`config.mk`:
```
export PLATFORM = sky130hd
export DESIGN_NAME = run_ctrl
export DESIGN_NICKNAME = d
export VERILOG_FILES = /design/src/rtl/run_ctrl.sv
export SDC_FILE = /design/constraint.sdc
export NUM_CORES = 1
export LEC_CHECK = 0
export CAP_MARGIN = 10
export CORE_MARGIN = 1.5
export CORE_UTILIZATION = 40
export DETAILED_ROUTE_END_ITERATION = 10
export DONT_BUFFER_PORTS = 1
export SYNTH_ARGS = -nofsm -noshare
export SYNTH_HDL_FRONTEND = slang
export SYNTH_SLANG_ARGS = --single-unit
```
`constraint.sdc`:
```
create_clock -name Clk -period 2.4 [get_ports Clk]
set_clock_uncertainty 0.2 [all_clocks]
set_input_delay 0.24 -clock Clk [delete_from_list [all_inputs] [get_ports Clk]]
set_output_delay 0.24 -clock Clk [all_outputs]
set_load 0.02 [all_outputs]
```
`src/rtl/run_ctrl.sv`:
```
// run_ctrl: single-step / run / halt controller producing a processor clock-enable.
// Ports: Clk, Reset (sync, active-high), StepBtn, RunBtn (raw async buttons),
//        Halt (processor halted level), CpuEn (one-cycle enable pulse),
//        Running, Halted (state flags), InstrCount (saturating CpuEn count).
// Option: define RUN_CTRL_DEBOUNCE_EN to insert a DB_CYCLES debouncer per button.
module run_ctrl #(
    parameter int DB_CYCLES = 16,
    parameter int RUN_DIV   = 4,
    parameter int CNT_W     = 8
) (
    input  logic             Clk,
    input  logic             Reset,
    input  logic             StepBtn,
    input  logic             RunBtn,
    input  logic             Halt,
    output logic             CpuEn,
    output logic             Running,
    output logic             Halted,
    output logic [CNT_W-1:0] InstrCount
);

    localparam logic [1:0] S_PAUSE  = 2'd0;
    localparam logic [1:0] S_RUN    = 2'd1;
    localparam logic [1:0] S_HALTED = 2'd2;

    localparam logic [7:0]       DIV_LAST = 8'(RUN_DIV - 1);
    localparam logic [CNT_W-1:0] CNT_ONE  = 1;

    generate
        if (RUN_DIV < 2 || RUN_DIV > 255 || DB_CYCLES < 1) begin : g_bad_param
            $error("run_ctrl: illegal parameter value");
        end
    endgenerate

    // Synchronizers reset high so a button held through reset looks
    // already-pressed and cannot fire until released and pressed again.
    logic [1:0] step_sync;
    logic [1:0] run_sync;

    always_ff @(posedge Clk) begin
        if (Reset) begin
            step_sync <= 2'b11;
            run_sync  <= 2'b11;
        end else begin
            step_sync <= {step_sync[0], StepBtn};
            run_sync  <= {run_sync[0], RunBtn};
        end
    end

    logic step_lvl;
    logic run_lvl;

`ifdef RUN_CTRL_DEBOUNCE_EN
    localparam int             DBW     = $clog2(DB_CYCLES + 1);
    localparam logic [DBW-1:0] DB_LAST = DBW'(DB_CYCLES - 1);
    localparam logic [DBW-1:0] DB_ONE  = 1;

    logic           step_db;
    logic           run_db;
    logic [DBW-1:0] step_cnt;
    logic [DBW-1:0] run_cnt;

    // Output follows the input only after DB_CYCLES consecutive samples
    // that disagree with it; any agreeing sample restarts the count.
    always_ff @(posedge Clk) begin
        if (Reset) begin
            step_db  <= 1'b1;
            run_db   <= 1'b1;
            step_cnt <= '0;
            run_cnt  <= '0;
        end else begin
            if (step_sync[1] == step_db) begin
                step_cnt <= '0;
            end else if (step_cnt == DB_LAST) begin
                step_db  <= step_sync[1];
                step_cnt <= '0;
            end else begin
                step_cnt <= step_cnt + DB_ONE;
            end
            if (run_sync[1] == run_db) begin
                run_cnt <= '0;
            end else if (run_cnt == DB_LAST) begin
                run_db  <= run_sync[1];
                run_cnt <= '0;
            end else begin
                run_cnt <= run_cnt + DB_ONE;
            end
        end
    end

    assign step_lvl = step_db;
    assign run_lvl  = run_db;
`else
    assign step_lvl = step_sync[1];
    assign run_lvl  = run_sync[1];
`endif

    logic step_prev;
    logic run_prev;
    logic step_p;
    logic run_p;

    always_ff @(posedge Clk) begin
        if (Reset) begin
            step_prev <= 1'b1;
            run_prev  <= 1'b1;
        end else begin
            step_prev <= step_lvl;
            run_prev  <= run_lvl;
        end
    end

    assign step_p = step_lvl & ~step_prev;
    assign run_p  = run_lvl & ~run_prev;

    logic [1:0] state;
    logic [1:0] nxt_state;
    logic [7:0] div;
    logic [7:0] nxt_div;
    logic       nxt_en;

    // Halt dominates everything; in RUN the enable fires on the edge
    // that sees the divider at its terminal count.
    always_comb begin
        nxt_state = state;
        nxt_div   = div;
        nxt_en    = 1'b0;
        if (Halt) begin
            nxt_state = S_HALTED;
            nxt_div   = '0;
        end else begin
            unique case (state)
                S_PAUSE: begin
                    if (run_p) begin
                        nxt_state = S_RUN;
                        nxt_div   = '0;
                    end else if (step_p) begin
                        nxt_en = 1'b1;
                    end
                end
                S_RUN: begin
                    if (run_p) begin
                        nxt_state = S_PAUSE;
                        nxt_div   = '0;
                    end else if (div == DIV_LAST) begin
                        nxt_div = '0;
                        nxt_en  = 1'b1;
                    end else begin
                        nxt_div = div + 8'd1;
                    end
                end
                S_HALTED: begin
                    if (run_p) begin
                        nxt_state = S_PAUSE;
                    end
                end
                default: begin
                    nxt_state = S_PAUSE;
                    nxt_div   = '0;
                end
            endcase
        end
    end

    always_ff @(posedge Clk) begin
        if (Reset) begin
            state      <= S_PAUSE;
            div        <= '0;
            CpuEn      <= 1'b0;
            Running    <= 1'b0;
            Halted     <= 1'b0;
            InstrCount <= '0;
        end else begin
            state   <= nxt_state;
            div     <= nxt_div;
            CpuEn   <= nxt_en;
            Running <= (nxt_state == S_RUN);
            Halted  <= (nxt_state == S_HALTED);
            if (nxt_en && (InstrCount != '1)) begin
                InstrCount <= InstrCount + CNT_ONE;
            end
        end
    end

endmodule

```
Word-level counts from Yosys, hierarchy flattened
Index checks and enable logic that the tools add are counted.

word-level totals
  bits in registers = 27
  memories kept = 0
  output and inout port bits = 11
  word-level logic and storage cells = 43
  memory bits (writable) = 0
  bits in read-only memories = 0
  latch bits = 0

cells by class
  multipliers = 0
  shift-type cells = 0
  order comparisons = 0
  add/subtract/negate cells = 2
  equal/unequal tests = 7
  bitwise logic cells = 5
  div/mod/pow operators = 0
  reductions and logical operators = 5
  muxes and demuxes = 14

operators by type and width
  cell                                                  count
  2-to-1 mux 8 bit                                      3
  case mux 8 bit (3 select lines)                       1
  adder 8 x 1 -> 8 bit (second input constant)          2
  equality test 8 x 2 -> 1 bit (second input constant)  1
  inequality test 8 bit (second input constant)         1
  2-to-1 mux 2 bit                                      3
  2-to-1 mux 1 bit                                      5
  equality test 2 x 1 -> 1 bit (second input constant)  2
  equality test 2 bit (second input constant)           2
  case mux 2 bit (2 select lines)                       1
  OR reduction 2 bit                                    2
  NOT 1 bit                                             3
  bitwise AND 1 bit                                     2
  logical NOT 2 bit                                     1
  inequality test 2 bit (second input constant)         1
  case mux 1 bit (2 select lines)                       1
  AND reduction 2 bit                                   1
  logical AND 1 bit                                     1

Longest topological paths before layout
  word-level depth = 7
  mapped depth = 7
  depth with buffers taken out = 6

Worst setup path before layout
No wires, ideal clock.

  path kind = register -> register
  start point = register div[0]
  end point = register InstrCount[5]
  period minus slack after synthesis = 2003 ps
  required time = 2079 ps
  buffers on the path = 1
  setup time = 121 ps
  cell stages (with the launch flop) = 8
  arrival time = 1682 ps
  path slack = 397 ps
  cells stage by stage = dfxtp_1 > ha_1 > nor4b_4 > nand4_1 > a211o_1 > buf_6 > nor2_1 > mux2_2

on the way
  word-level cells in the longest chain between the ends = 6

RTL lines
  element                          RTL line  source
  from (decl)                      118       logic [7:0] div;
  from (signal assigned)           175       div <= nxt_div;
  equality test 8 x 2 -> 1 bit     145       end else if (div == DIV_LAST) begin
  2-to-1 mux 1 bit                 145
  2-to-1 mux 1 bit                 142       if (run_p) begin
  case mux 1 bit (2 select lines)  132       unique case (state)
  2-to-1 mux 1 bit                 128       if (Halt) begin
  logical AND 1 bit                179       if (nxt_en && (InstrCount != '1)) begin
  to (signal assigned)             180       InstrCount <= InstrCount + CNT_ONE;
  to (decl)                        19        output logic [CNT_W-1:0] InstrCount

No other way between the ends.
A chain may end at the register's enable or synchronous reset.

Worst setup path in the final report
  start point = register div[0]
  end point = register InstrCount[3]

The elaborated chain is that of the path after synthesis.

==> results_dict.tcl <==
set metrics [dict create \
    n_antenna_cell 0 \
    worst_pin_slew_ns 0.6636 \
    slew_headroom_pct 55.62 \
    cts_made_buffers 3 \
    clock_sinks 27 \
    syn_area_per_cell_sq_um 9.442 \
    grt_util_all_layers_pct 14.15 \
    rows 19 \
    final_max_slew_viol_count 0 \
    first_pass_iters 3 \
    start_util_pct 43.39 \
    preCtsSetupSlack_ns 0.1356 \
    worst_slack_ns 0.1403 \
    wire_per_inst_um 12.26 \
    vias 900 \
    drt_iter0_markers 35 \
    synth_async_sr_flop_share_pct 0 \
    ir_worst_vdd_mv 0.2789 \
    ys_warn_count 0 \
    period_minus_slack_ns 2.260 \
    ios 16 \
    startpoint_type "register" \
    routed_wl_um 2060 \
    nNetsFinal 149 \
    yosysSeqAreaShare_pct 44.04 \
    crit_path_top_delay_cell "dfxtp_1" \
    syn_area_sq_um 1227 \
    ys_seq_elements 27 \
    stdcell_area_sq_um 1341 \
    arrival_ns 2.29 \
    postSynthCellCount 130 \
    setup_tns_ns 0 \
    netlist-cell-type-count 36 \
    place.gp.congestion 0.7614 \
    grt_pass1_vias 861 \
    antenna_found_initial 0 \
    via_per_inst 5.357 \
    slowest_delay_ns 0.41 \
    timing.fmax_mhz 442.5 \
    drc 0 \
    cts_root_buf "clkbuf_4" \
    synth_edf_count 0 \
    postSynthNetCount 141 \
    mostFrequentLayoutCells "dfxtp_1, nor2_1" \
    dpl-instance-area_sq_um 1250 \
    clk_latency_ns 0.32 \
    cts_tree "yes" \
    grt_max_degree 23 \
    crit_chain "ha_1 > nor4b_4 > nand4_1 > a211o_2 > and3b_2 > mux2_2" \
    die_width_um 58.40 \
    power_mw 0.7066 \
    end_kind "register" \
    area_growth_syn_to_layout_pct 9.277 \
    final_util_pct 47.41 \
    clk_pin_slew_ns 0.15 \
    overflow 0 \
    powerDensity_nw_per_um2 526.8 \
    post_cts_buffers 0 \
    coreArea_sq_um 2829 \
    cts_buffer_depth 2 \
    final_common_cell "dfxtp_1" \
    hpwl_um 1492 \
    period_share_pct 94.15 \
    grt_pass1_wl_um 3732 \
    status "complete, no violations" \
    crit_type "reg2reg" \
    synth-main-ff-cell "dfxtp_1" \
    io_buffers 0 \
    setup_viol 0 \
    crit_fanout 12 \
    required_ns 2.43 \
    hp-class "reg2reg" \
    maxCapViolCount 0 \
    die_h_um 58.40 \
    die_area_sq_um 3410 \
    cts_htree_levels 1 \
    power.leakage_nw 0.4999 \
    layout-drive-gt1-share_pct 13.87 \
    hold_violations 0 \
    final_antenna_net_count 0 \
    rsz0062_at_grt "no" \
]
==> cells by family after synthesis <==
kind of cell | after synthesis | synth area share [%]
flip-flops | 27 | 44.04
adder cells (fa/ha/maj) | 6 | 6.116
XOR/XNOR | 7 | 4.995
multiplexers | 5 | 4.383
buffers and inverters | 8 | 3.159
AND/OR/NAND/NOR | 60 | 28.54
AO/OA/AOI/OAI | 17 | 8.766
==> power breakdown <==
part           internal (mW)  leakage [nW]  switching, mW  total, mW
Clock                 0.0636        0.0139          0.134      0.197
Combinational         0.0219         0.267         0.0246     0.0465
Sequential             0.457         0.219        0.00632      0.463
==> metrics by stage <==
stage          hold slack, ns  std cells
2_1_floorplan          0.1438        130
3_3_place_gp           0.1112        158
3_5_place_dp           0.1134        158
4_1_cts               0.09398        167
5_1_grt                0.2579        168
6_report               0.2402        168
==> routing by layer <==
metal  vias up  GRT usage [%]  routed length (um)
li1        466              -                   -
met1       415          17.72                 993
met2        13          22.95                 952
met3         6          2.418                  55
met4         0          7.973                  59
met5         -              0                   0
==> critical path: cells and delay by family, from the launching register on <==
kind / cells / cell delay, ns
DFF: 1 / 0.41
muxes: 1 / 0.32
and+or+nand+nor: 3 / 0.61
adders and majority gates: 1 / 0.22
AOI/OAI and AO/OA: 1 / 0.40
==> final timing paths <==
check,startpoint,endpoint,slack [ns],depth (start not counted)
setup / recovery,div[0],InstrCount[3],0.14,6
hold / removal,run_sync[0],run_sync[1],0.24,1
setup reg to reg,div[0],InstrCount[3],0.14,6
hold reg to reg,run_sync[0],run_sync[1],0.24,1
==> area by class of cell <==
type                    instances  area, sq um
clock buffers                   3        22.52
clock inverters                 1        7.507
fillers                       264         1488
inverters                       4        15.01
multi-input cells              95        649.4
flip-flops and latches         27        540.5
well taps                      31        38.79
repair buffers                  7        67.56
==> timing repair <==
item,in CTS,in global routing
setup endpoints to repair,0,2
resized for setup,0,1
endpoints found under the hold margin,18,1
hold buffers,5,1
==> flip-flops by register name, indices dropped and copies added (netlist names) <==
signal and count:
state 2, Running 1, run_prev 1, step_sync 2, run_sync 2, InstrCount 8
div 8, CpuEn 1, Halted 1, step_prev 1
==> synth_stat cells, drive strengths merged (2+ instances only) <==
cell type  instances  area share [%]
mux2i              2             1.6
a211oi             3             1.8
dfxtp             27              44
mux2               3             2.8
nand4              4             2.0
o21ai              4             1.6
a21oi              6             2.4
xnor2              6             4.3
clkbuf             2            0.61
and4               2             1.4
or2                6             3.1
nor2b              4             2.0
inv                4             1.2
buf                2             1.3
ha                 6             6.1
and2               2             1.0
nand3              3             1.2
and3               5             2.7
nor2              17             5.2
nor3               2            0.82
nand2              4             1.2
or3                3             1.5
nand2b             3             1.5
Power figures use the tool's default switching activity.
==> RTL edit, RTL diff (same settings) <==
The option `RUN_CTRL_DEBOUNCE_EN` is turned on by a define.
--- a/src/rtl/run_ctrl.sv
+++ b/src/rtl/run_ctrl.sv
@@ -3,6 +3,8 @@
 //        Halt (processor halted level), CpuEn (one-cycle enable pulse),
 //        Running, Halted (state flags), InstrCount (saturating CpuEn count).
 // Option: define RUN_CTRL_DEBOUNCE_EN to insert a DB_CYCLES debouncer per button.
+`define RUN_CTRL_DEBOUNCE_EN
+
 module run_ctrl #(
     parameter int DB_CYCLES = 16,
     parameter int RUN_DIV   = 4,
Function: changed (Yosys sat finds a counterexample within 10 cycles, from zero or initial values and one cycle with Reset high).
==> RTL edit against the original RTL <==
Cell area up 43%. Sequential cell count grew 12. Sequential power is 42% higher. Setup slack got worse by 0.11 ns. Count of clock-buffer cells in the layout rose by 2. Synthesized cell count grew 33%. Wire length up 38%. Area after synthesis rose by 39%. Total power grew 57%.
==> RTL edit: results (changes against the original RTL) <==
.. list-table::
   :header-rows: 1

   * - Metric
     - Value
   * - Result of the run
     - completed
   * - Number of fillers in the final layout
     - 370 (+40%)
   * - Post-synthesis compound-gate area fraction
     - 0.0726 (-0.0150)
   * - Met3 track utilization from global routing
     - 0.0592 (+0.0350)
   * - Proportion of layout cells with a drive suffix above 1
     - 0.175 (+0.0362)
   * - Number of global-route vias before repair
     - 1,166 (+35%)
   * - Routed met1 length
     - 1.28 mm (+29%)
   * - Clock insertion delay at the later pin of the skew report
     - 0.28 ns (-0.04 ns)
   * - End point of the critical path
     - InstrCount[7]
   * - GR Layer Usage met2
     - 0.234 (+0.00469)
   * - GRT Resource Usage Total
     - 0.142 (+0.000741)
   * - Highest cell delay on the worst timing path
     - 0.47 ns (+0.06 ns)
   * - Post-route standard cell area excluding fillers
     - 0.00192 mm2 (+43%)
   * - Clock Network Area Fraction
     - 0.0429 (+0.0205)
   * - Root Buffer
     - sky130_fd_sc_hd__clkbuf_8
   * - Headroom to the max-slew limit
     - 0.568 (+0.0119)
   * - Critical-path cell with the highest stage delay
     - sky130_fd_sc_hd__or4b_4
   * - Adder-cell share of the synthesized area
     - 0.0734 (+0.0122)
   * - Register clock-pin slew on the reported worst setup and hold paths
     - 0.07 ns (-0.08 ns)
   * - GP Congestion
     - 0.703 (-7.6%)
   * - Half-perimeter wire length of the detailed placement result
     - 2.00 mm (+34%)
   * - DRT Wirelength
     - 2.84 mm (+38%)
   * - Worst slack, placed
     - 0.00342 ns (-0.132 ns)
   * - Peak supply drop
     - 0.367 mV (+32%)
   * - First-pass GRT wire length
     - 4.93 mm (+32%)
   * - Leakage power figure
     - 0.714 nW (+43%)
   * - Post-synth cell types
     - 39 (+8.3%)
   * - Non-clock inverter count in the final layout
     - 11 (+7)
   * - Resized cells post-CTS
     - 1 (+1)
   * - Fraction of standard cell area that is sequential
     - 0.408 (+0.00534)
   * - Maximum level of the CTS H-tree
     - 2 (+1)
   * - Post-synthesis sequential area ratio
     - 0.458 (+0.0174)
   * - Crit path launch
     - div[1]
   * - Cell count of the worst hold path
     - 2 (+1)
   * - Share of the synthesized netlist area taken by xor and xnor gates
     - 0.0668 (+0.0168)
   * - Classification of the worst-slack hold path
     - input pin to flip-flop
   * - Data arrival time of the worst path
     - 2.39 ns (+0.10 ns)
   * - Pre-Repair DR Iteration Count
     - 4 (+1)
   * - Post-Place Cell Area
     - 0.00174 mm2 (+40%)
   * - Met3 wire len
     - 171 um (+210%)
   * - Endpoint of the worst hold-timing path
     - step_cnt[4]
   * - Portion of netlist area occupied by mux cells
     - 0.0433 (-0.000546)
RTL edit: cells by family (layout without fill, tap and decap cells):
kind of cell	count (synthesis)	after routing
compound gates	16	16
xor+xnor	13	13
fa+ha+maj	10	10
buf+inv	15	25
flops	39	39
mux	7	7
simple gates	73	73
RTL edit: worst reg2reg max path, delay by kind of cell, from the launching register on:
family                     cells  cell delay [ns]
adders and majority gates      1             0.12
DFF                            1             0.37
AOI/OAI and AO/OA              2             0.36
and+or+nand+nor                3             1.08
buffers and inverters          1             0.19
RTL edit: per-stage QoR:
stage | hold slack [ns] | cells
floorplan | 0.144 | 173
global placement | 0.112 | 222
CTS | 0.00231 | 233
global route | 0.0215 | 233
detailed placement | 0.114 | 222
finish | 0.00904 | 233
RTL edit: power by group:
part           internal, mW  switching (mW)  total [mW]  leakage (nW)
sequential            0.653         0.00599       0.659         0.317
combinational        0.0172          0.0244      0.0415         0.352
clock                 0.198           0.213       0.411        0.0440
